`src/rtl/arm_mem_pkg.sv`:
```
// rtl/arm_mem_pkg.sv - shared encodings for the unified I/D memory arbiter
package arm_mem_pkg;

  typedef enum logic [1:0] {
    ST_IDLE   = 2'd0,
    ST_BUSY_I = 2'd1,
    ST_BUSY_D = 2'd2
  } arb_state_e;

  localparam logic GRANT_I = 1'b0;
  localparam logic GRANT_D = 1'b1;

  // Read data returned alongside bus_err when an access is abandoned.
  localparam logic [31:0] ERR_RDATA = 32'h0000_0000;

endpackage

```
`src/rtl/arb_timeout_counter.sv`:
```
// rtl/arb_timeout_counter.sv - BUSY cycle counter with expiry flag
module arb_timeout_counter #(
  parameter int LIMIT = 255
) (
  input  logic clk,
  input  logic reset,
  input  logic clear_i,
  input  logic en_i,
  output logic expired_o
);

  localparam int W = $clog2(LIMIT + 1);

  logic [W-1:0] count_q;

  // Expiry is flagged during the LIMIT-th enabled cycle after a clear.
  assign expired_o = en_i && (count_q == W'(LIMIT - 1));

  always_ff @(posedge clk) begin
    if (reset || clear_i) begin
      count_q <= '0;
    end else if (en_i && !expired_o) begin
      count_q <= count_q + 1'b1;
    end
  end

endmodule

```
`src/rtl/unified_mem_arbiter.sv`:
```
// rtl/unified_mem_arbiter.sv - fetch/data arbiter for a single-port unified memory
module unified_mem_arbiter
  import arm_mem_pkg::*;
#(
  parameter int ADDR_WIDTH     = 32,
  parameter int DATA_WIDTH     = 32,
  parameter int STARVE_LIMIT   = 4,
  parameter int TIMEOUT_CYCLES = 255
) (
  input  logic                  clk,
  input  logic                  reset,
  input  logic                  if_req,
  input  logic [ADDR_WIDTH-1:0] if_addr,
  output logic [DATA_WIDTH-1:0] if_rdata,
  output logic                  if_ready,
  output logic                  stall_if,
  input  logic                  dm_req,
  input  logic                  dm_we,
  input  logic [ADDR_WIDTH-1:0] dm_addr,
  input  logic [DATA_WIDTH-1:0] dm_wdata,
  output logic [DATA_WIDTH-1:0] dm_rdata,
  output logic                  dm_ready,
  output logic                  stall_mem,
  output logic                  bus_err,
  output logic                  mem_req,
  output logic                  mem_we,
  output logic [ADDR_WIDTH-1:0] mem_addr,
  output logic [DATA_WIDTH-1:0] mem_wdata,
  input  logic [DATA_WIDTH-1:0] mem_rdata,
  input  logic                  mem_ack
);

  localparam int SW = $clog2(STARVE_LIMIT + 1);

  arb_state_e            state_q;
  logic [SW-1:0]         streak_q, streak_d;
  logic                  mem_req_q, mem_we_q;
  logic [ADDR_WIDTH-1:0] mem_addr_q;
  logic [DATA_WIDTH-1:0] mem_wdata_q, if_rdata_q, dm_rdata_q;
  logic                  if_ready_q, dm_ready_q, bus_err_q;

  logic idle, busy, grant_d, grant_i, grant, grant_sel, tmo_expired;

  // The cycle carrying a ready pulse grants nobody, so a held request is not
  // re-served before the requester has had a chance to present its next access.
  always_comb begin
    idle      = (state_q == ST_IDLE);
    busy      = !idle;
    grant_d   = idle && !if_ready_q && !dm_ready_q && dm_req &&
                !(if_req && (streak_q == SW'(STARVE_LIMIT)));
    grant_i   = idle && !if_ready_q && !dm_ready_q && if_req && !grant_d;
    grant     = grant_d || grant_i;
    grant_sel = grant_d ? GRANT_D : GRANT_I;
    streak_d  = streak_q;
    if (grant_d) begin
      if (!if_req)                             streak_d = '0;
      else if (streak_q != SW'(STARVE_LIMIT))  streak_d = streak_q + 1'b1;
    end else if (grant_i) begin
      streak_d = '0;
    end
  end

  arb_timeout_counter #(
    .LIMIT(TIMEOUT_CYCLES)
  ) u_timeout (
    .clk      (clk),
    .reset    (reset),
    .clear_i  (grant),
    .en_i     (busy),
    .expired_o(tmo_expired)
  );

  always_ff @(posedge clk) begin
    if (reset) begin
      state_q     <= ST_IDLE;
      streak_q    <= '0;
      mem_req_q   <= 1'b0;
      mem_we_q    <= 1'b0;
      mem_addr_q  <= '0;
      mem_wdata_q <= '0;
      if_rdata_q  <= '0;
      dm_rdata_q  <= '0;
      if_ready_q  <= 1'b0;
      dm_ready_q  <= 1'b0;
      bus_err_q   <= 1'b0;
    end else begin
      if_ready_q <= 1'b0;
      dm_ready_q <= 1'b0;
      bus_err_q  <= 1'b0;
      streak_q   <= streak_d;
      case (state_q)
        ST_IDLE: begin
          if (grant) begin
            mem_req_q <= 1'b1;
            if (grant_sel == GRANT_D) begin
              state_q     <= ST_BUSY_D;
              mem_we_q    <= dm_we;
              mem_addr_q  <= dm_addr;
              mem_wdata_q <= dm_wdata;
            end else begin
              state_q    <= ST_BUSY_I;
              mem_we_q   <= 1'b0;
              mem_addr_q <= if_addr;
            end
          end
        end
        ST_BUSY_I, ST_BUSY_D: begin
          // An ack in the expiry cycle wins: it completes normally.
          if (mem_ack || tmo_expired) begin
            mem_req_q <= 1'b0;
            state_q   <= ST_IDLE;
            bus_err_q <= !mem_ack;
            if (state_q == ST_BUSY_I) begin
              if_ready_q <= 1'b1;
              if_rdata_q <= mem_ack ? mem_rdata : DATA_WIDTH'(ERR_RDATA);
            end else begin
              dm_ready_q <= 1'b1;
              dm_rdata_q <= mem_ack ? mem_rdata : DATA_WIDTH'(ERR_RDATA);
            end
          end
        end
        default: state_q <= ST_IDLE;
      endcase
    end
  end

  assign if_rdata  = if_rdata_q;
  assign if_ready  = if_ready_q;
  assign dm_rdata  = dm_rdata_q;
  assign dm_ready  = dm_ready_q;
  assign bus_err   = bus_err_q;
  assign mem_req   = mem_req_q;
  assign mem_we    = mem_we_q;
  assign mem_addr  = mem_addr_q;
  assign mem_wdata = mem_wdata_q;
  assign stall_if  = if_req & ~if_ready_q;
  assign stall_mem = dm_req & ~dm_ready_q;

endmodule

```
`config.mk`:
```
export PLATFORM = sky130hd
export DESIGN_NAME = unified_mem_arbiter
export DESIGN_NICKNAME = d
export VERILOG_FILES = /design/src/rtl/arm_mem_pkg.sv /design/src/rtl/arb_timeout_counter.sv /design/src/rtl/unified_mem_arbiter.sv
export SDC_FILE = /design/constraint.sdc
export NUM_CORES = 1
export LEC_CHECK = 0
export ABC_CLOCK_PERIOD_IN_PS = 2200
export CAP_MARGIN = 10
export CORE_MARGIN = 2
export CORE_UTILIZATION = 35
export DETAILED_ROUTE_END_ITERATION = 7
export HOLD_SLACK_MARGIN = 0.08
export PLACE_DENSITY = 0.7
export SLEW_MARGIN = 40
export SYNTH_ARGS = -nofsm -noshare
export SYNTH_HDL_FRONTEND = slang
export SYNTH_SLANG_ARGS = --single-unit
```
`constraint.sdc`:
```
create_clock -name clk -period 2.2 [get_ports clk]
set_input_delay 0.44 -clock clk [delete_from_list [all_inputs] [get_ports clk]]
set_output_delay 0.44 -clock clk [all_outputs]
set_load 0.05 [all_outputs]
```
==> metrics.txt, run 1 <==
die area=19200 µm²; H-tree depth=4; CP max-delay cell=clkdlybuf4s50_1; Yosys reg bits=146; Port Buffers=between 200 and 300; 1st-pass router iterations=4; Synth top area share=0.460; Cell variety after synth=45; Gate power share=0.488; pre-CTS WS=approximately 0.067 ns; Via density=5.12; die width=between 100 and 150 µm; CP required=1.76 ns; Final TNS setup=0 ns; first-pass GRT wire length=32.0 mm; WL met2=around 9.1 mm; fill cell count=1613; Tcrit/Tclk final=0.945; RSZ-0062 raised after global routing=false; CP Cell Sequence=clkdlybuf4s50_1; clock skew=0.00822 ns; Clock transition at path regs=approximately 0.06 ns; FMAX=~0.48 GHz; initial DRC count=about 280; hold path endpoint=streak_q[2]; Clock Path Buffers=2; CTS Buf Count=17; max-cap violation count=0; leading area contributor after synthesis=dfxtp_1; instance area at placement=9270 µm²; Syn Inst Count=~720; ANT cells=0; nets=roughly 1100; Seq/Total Area, Yosys=0.460; Routed Antenna Nets=0; Reg2Reg Capture Point=mem_addr[5]; fraction of registers with async set or reset after synthesis=0; Tot GR Track Use=0.204; core box area=17900 µm²; top_reg_cell synth=dfxtp_1; leakage=3.42 nW; vias in the first global route=about 6000; Slew @ Worst Pin=0.559 ns; CTS root buf=clkbuf_16; Net Sw Frac=0.438; Worst EP arrival=1.64 ns; Setup violations, final=0; Switch Pwr=0.00581 W; setup ws final=0.122 ns; gpl congestion=0.814; syn_area_per_cell=8.80 µm²; GRT overflow=0; maximum number of pins on one net before global-route repair=73; Pwr per Cell Area=1340 nW/µm²; Post-synth top cells=146 x dfxtp_1, 91 x a21oi_1, 76 x nor2_1, 71 x nand3_1, 62 x nor4_2; Post-Layout Cell Count=about 1200; initial core utilization=0.355; cell family with most CP delay=buffers and inverters; row count=~50; initial antenna violation count=0; CP Class=reg -> out; crit path time final=between 2 and 2.5 ns; cell area after layout=between 9000 and 10000 µm²; worst r2r path cells=6; CTS hold repair buffers=0; setup bufs post-CTS=0; total internal power=approximately 0.0074 W; Pwr Total=0.0133 W; wire per inst=approximately 17 µm; drt drc=0; synth top area cells=dfxtp_1 46%, nor4_2 12%, a21oi_1 7.2%; DR WL met3=between 1.5 and 2 mm; overall routed net length=a little over 20 mm; status=complete, no violations; number of synthesized flops with an enable pin=0; Slew Limit Headroom=0.626; M1 WL=8.86 mm; Setup crit end kind=primary output; crit-path max cell delay=roughly 0.83 ns; VDD IR max=0.000810 V; CP Max Fanout=2; Levels on crit path=1; DP HPWL=about 13 mm; Setup crit start kind=flip-flop; clock power share=0.244; share of power burned in registers=0.267; hold crit path type=in -> reg; Worst Path Buf+Inv=1; Layout area overhead=56.2%; TritonCTS clock tree=done; insertion delay to the later sink of the worst-skew pair=between 0.4 and 0.5 ns; Synth Cell Area=6350 µm²; Final Hold Viols=0; fraction of layout cells with a size suffix above 1=0.153; fin. max-slew vios=0; max layer used=met4; launching point of the worst reg2reg path=state_q[1]; worst hold stages=2; I/O pin total=between 200 and 300; DR vias=just over 6000; syn_nets=862; die height=between 100 and 150 µm; Post-Place Cells=~1200; reg-to-reg setup timing slack=approximately 0.22 ns; # clock sinks=around 150; HP Start=reset; cts repair resizes=2; most common cell in the netlist=dfxtp_1; yosys warns=0
-- registers in the layout, summed over array words and instances, names as in the netlist, 2 cells and up --
| signal | count |
|---|---|
| u_timeout.count_q | 8 |
| state_q | 2 |
| streak_q | 3 |
| dm_rdata | 32 |
| mem_addr | 32 |
| if_rdata | 32 |
| mem_wdata | 32 |
-- cell type report --
type                       instances  area, µm²  share of cell area
multi-input combinational        501       3040               0.306
timing repair buffer             293       2990               0.302
clock inverter                    14        226              0.0228
tap                              229        287              0.0289
sequential                       146       2920               0.295
clock buffer                      18        429              0.0432
inverter                           7       26.3             0.00265
-- cell usage in the layout (no fill, tap or decap), types with 2 or more instances in the layout --
master,synthesis,final
nor2_1,76,75
o21ai_1,5,5
nand3_1,71,70
ha_1,6,6
nor4_2,62,62
a21oi_2,10,10
and2_1,2,2
dfxtp_1,146,146
a31oi_1,3,3
and3_1,4,3
a21oi_1,91,91
nand2_2,10,10
o21ai_0,61,61
clkinvlp_4,0,2
dlygate4sd2_1,0,2
and4_1,2,2
inv_6,0,4
nand3b_1,2,2
nor3_1,8,8
nor4_1,3,3
nor2b_1,4,4
buf_4,3,17
clkinv_4,0,3
clkdlybuf4s50_1,0,262
buf_12,1,11
nand4_1,2,2
nand2b_1,3,3
nand2_1,60,60
clkbuf_16,0,17
inv_1,7,7
bufinv_16,0,5
-- per-layer routing --
metal | GRT usage | vias up
li1 | - | 3035
met1 | 0.268 | 2908
met3 | 0.0825 | 16
met5 | 0 | -
met4 | 0.0611 | 0
met2 | 0.312 | 225
-- stage by stage --
stage	hold WS (ns)	util
6_report	0.294	0.554
5_1_grt	0.285	0.554
2_1_floorplan	0.449	-
4_1_cts	0.275	0.554
3_5_place_dp	0.446	0.518
3_3_place_gp	0.441	0.518
-- cell families (layout without fill, tap and decap cells) --
logic type,count (synthesis),count (layout),share of synthesized area
AND/OR/NAND/NOR,315,315,0.308
AO/OA/AOI/OAI,177,177,0.152
flip-flops,146,146,0.460
buffers and inverters,75,332,0.0642
adder cells (fa/ha/maj),6,6,0.0118
XOR/XNOR,2,2,0.00276
multiplexers,1,1,0.00158
-- how the worst max path moves through the flow --
stage	from	slack [ns]	end
floorplan	dm_ready	0.48	stall_mem
global placement	dm_req	0.16	mem_addr[3]
detailed placement	dm_req	0.07	mem_addr[5]
CTS	mem_addr[15]	0.09	mem_addr[15]
global route	mem_req	0.02	mem_req
finish	mem_addr[15]	0.12	mem_addr[15]
-- power groups by stage --
stage | registers [W] | clock network [W] | logic, W
global route | 0.00361 | 0.00342 | 0.00691
finish | 0.00354 | 0.00324 | 0.00647
detailed placement | 0.00360 | 0 | 0.00651
CTS | 0.00355 | 0.00331 | 0.00653
floorplan | 0.00539 | 0 | 0.00268
global placement | 0.00358 | 0 | 0.00647
Power figures use the tool's default switching activity.
==> run 2, diff against run 1 <==
CORE_UTILIZATION = 30   (was 35)
PLACE_DENSITY = 0.62   (was 0.7)
==> metrics.txt, run 2 (synthesized netlist as in run 1, its figures left out) <==
status=complete, no violations (unchanged); CP required=1.76 ns (about the same); worst r2r path cells=6 (unchanged); FMAX=0.485 GHz (was 0.481 GHz); hold crit path type=reg -> reg (was in -> reg); clock skew=0.0102 ns (was 0.00822 ns); Final Hold Viols=0 (unchanged); initial antenna violation count=2 (was 0); Layout area overhead=57.2% (was 56.2%); launching point of the worst reg2reg path=state_q[1] (unchanged); max-cap violation count=0 (unchanged); hold path endpoint=mem_wdata[22] (was streak_q[2]); commonest non-fill, non-tap cells in the layout=262 x clkdlybuf4s50_1, 146 x dfxtp_1, 91 x a21oi_1 (unchanged); core box area=20900 µm² (was 17900 µm²); Via density=4.93 (was 5.12); CP Cell Sequence=clkdlybuf4s50_1 (unchanged); HP Start=mem_wdata[22] (was reset); Setup violations, final=0 (unchanged); crit-path max cell delay=0.82 ns (was 0.83 ns); insertion delay to the later sink of the worst-skew pair=0.42 ns (about the same); fraction of layout cells with a size suffix above 1=0.156 (was 0.153); cell family with most CP delay=buffers and inverters (unchanged); Clock Path Buffers=2 (unchanged); CTS root buf=clkbuf_16 (unchanged); RSZ-0062 raised after global routing=false (unchanged); drt drc=0 (unchanged); I/O pin total=269 (unchanged); # clock sinks=146 (unchanged); row count=53 (was 49); GRT overflow=0 (unchanged); gpl congestion=0.780 (was 0.814); die width=150 µm (was 139 µm); leakage=3.43 nW (was 3.42 nW); Slew @ Worst Pin=0.593 ns (was 0.559 ns); crit path time final=2.06 ns (was 2.08 ns); Setup crit start kind=flip-flop (unchanged); Pwr Total=0.0132 W (was 0.0133 W); CTS Buf Count=17 (unchanged); CP Class=reg -> out (unchanged); CP max-delay cell=clkdlybuf4s50_1 (unchanged); initial DRC count=222 (was 278); Tcrit/Tclk final=0.937 (was 0.945); Reg2Reg Capture Point=mem_addr[1] (was mem_addr[5]); Final TNS setup=0 ns (unchanged); Slew Limit Headroom=0.604 (was 0.626); overall routed net length=20.9 mm (was 20.2 mm); worst hold stages=2 (unchanged); wire per inst=16.6 µm (was 16.8 µm); CP Max Fanout=2 (unchanged); Clock transition at path regs=0.06 ns (about the same); H-tree depth=4 (unchanged); Worst EP arrival=1.62 ns (was 1.64 ns); die area=22400 µm² (was 19200 µm²); Tot GR Track Use=0.182 (was 0.204); 1st-pass router iterations=5 (was 4); maximum number of pins on one net before global-route repair=54 (was 73); Pwr per Cell Area=1320 nW/µm² (was 1340 nW/µm²); VDD IR max=0.000585 V (was 0.000810 V); reg-to-reg setup timing slack=0.19 ns (was 0.22 ns); fin. max-slew vios=0 (unchanged); commonest non-fill, non-tap cell in the layout=clkdlybuf4s50_1 (unchanged); DR vias=6210 (was 6184); TritonCTS clock tree=done (unchanged); Setup crit end kind=primary output (unchanged); Port Buffers=268 (unchanged); first-pass GRT wire length=32.1 mm (was 32.0 mm); vias in the first global route=5961 (was 5864); nets=1109 (was 1106); initial core utilization=0.304 (was 0.355); die height=150 µm (was 139 µm); Routed Antenna Nets=0 (unchanged); Worst Path Buf+Inv=1 (unchanged); DP HPWL=14.3 mm (was 13.4 mm)
run 2: report_power, final:
part | internal [W] | switching (W)
combinational | 0.00232 | 0.00435
sequential | 0.00322 | 0.000292
clock | 0.00172 | 0.00126
run 2: per-stage QoR:
step	hold slack [ns]	utilization	instance area (µm²)	worst slack, ns	instances
floorplan	0.449	-	6350	0.481	722
global placement	0.441	0.449	9390	0.116	1225
detailed placement	0.448	0.449	9390	0.0667	1225
CTS	0.455	0.478	9980	0.0915	1257
global route	0.462	0.478	9990	0.0750	1258
finish	0.452	0.478	9990	0.139	1259
run 2: worst max-delay path by stage:
| stage | endpoint | slack, ns | cells past startpoint | from |
|---|---|---|---|---|
| 6_report | mem_addr[6] | 0.14 | 1 | mem_addr[6] |
| 4_1_cts | mem_addr[6] | 0.09 | 1 | mem_addr[6] |
| 5_1_grt | mem_addr[17] | 0.08 | 6 | state_q[1] |
| 3_5_place_dp | mem_addr[22] | 0.07 | 6 | if_req |
| 2_1_floorplan | stall_mem | 0.48 | 1 | dm_ready |
| 3_3_place_gp | mem_addr[28] | 0.12 | 6 | if_req |
run 2: layer usage:
metal,global-route usage,wire [µm],vias up
met1,0.222,8740,2918
met2,0.297,9750,230
met5,0,0,-
li1,-,-,3041
met3,0.0738,2190,21
met4,0.0505,262,0
run 2: final cells by class:
cell class / instances / area, µm²
Antenna cell: 2 / 5.00
Clock buffer: 18 / 429
Clock inverter: 14 / 169
Fill cell: 2066 / 10900
Inverter: 7 / 26.3
Multi-Input combinational cell: 501 / 3040
Sequential cell: 146 / 2920
Tap cell: 275 / 344
Timing Repair Buffer: 296 / 3050
run 2: timing repair:
item	CTS	global route
setup buffers	0	0
hold buffers	0	0
resized for setup	2	0
endpoints found under the setup margin	2	0
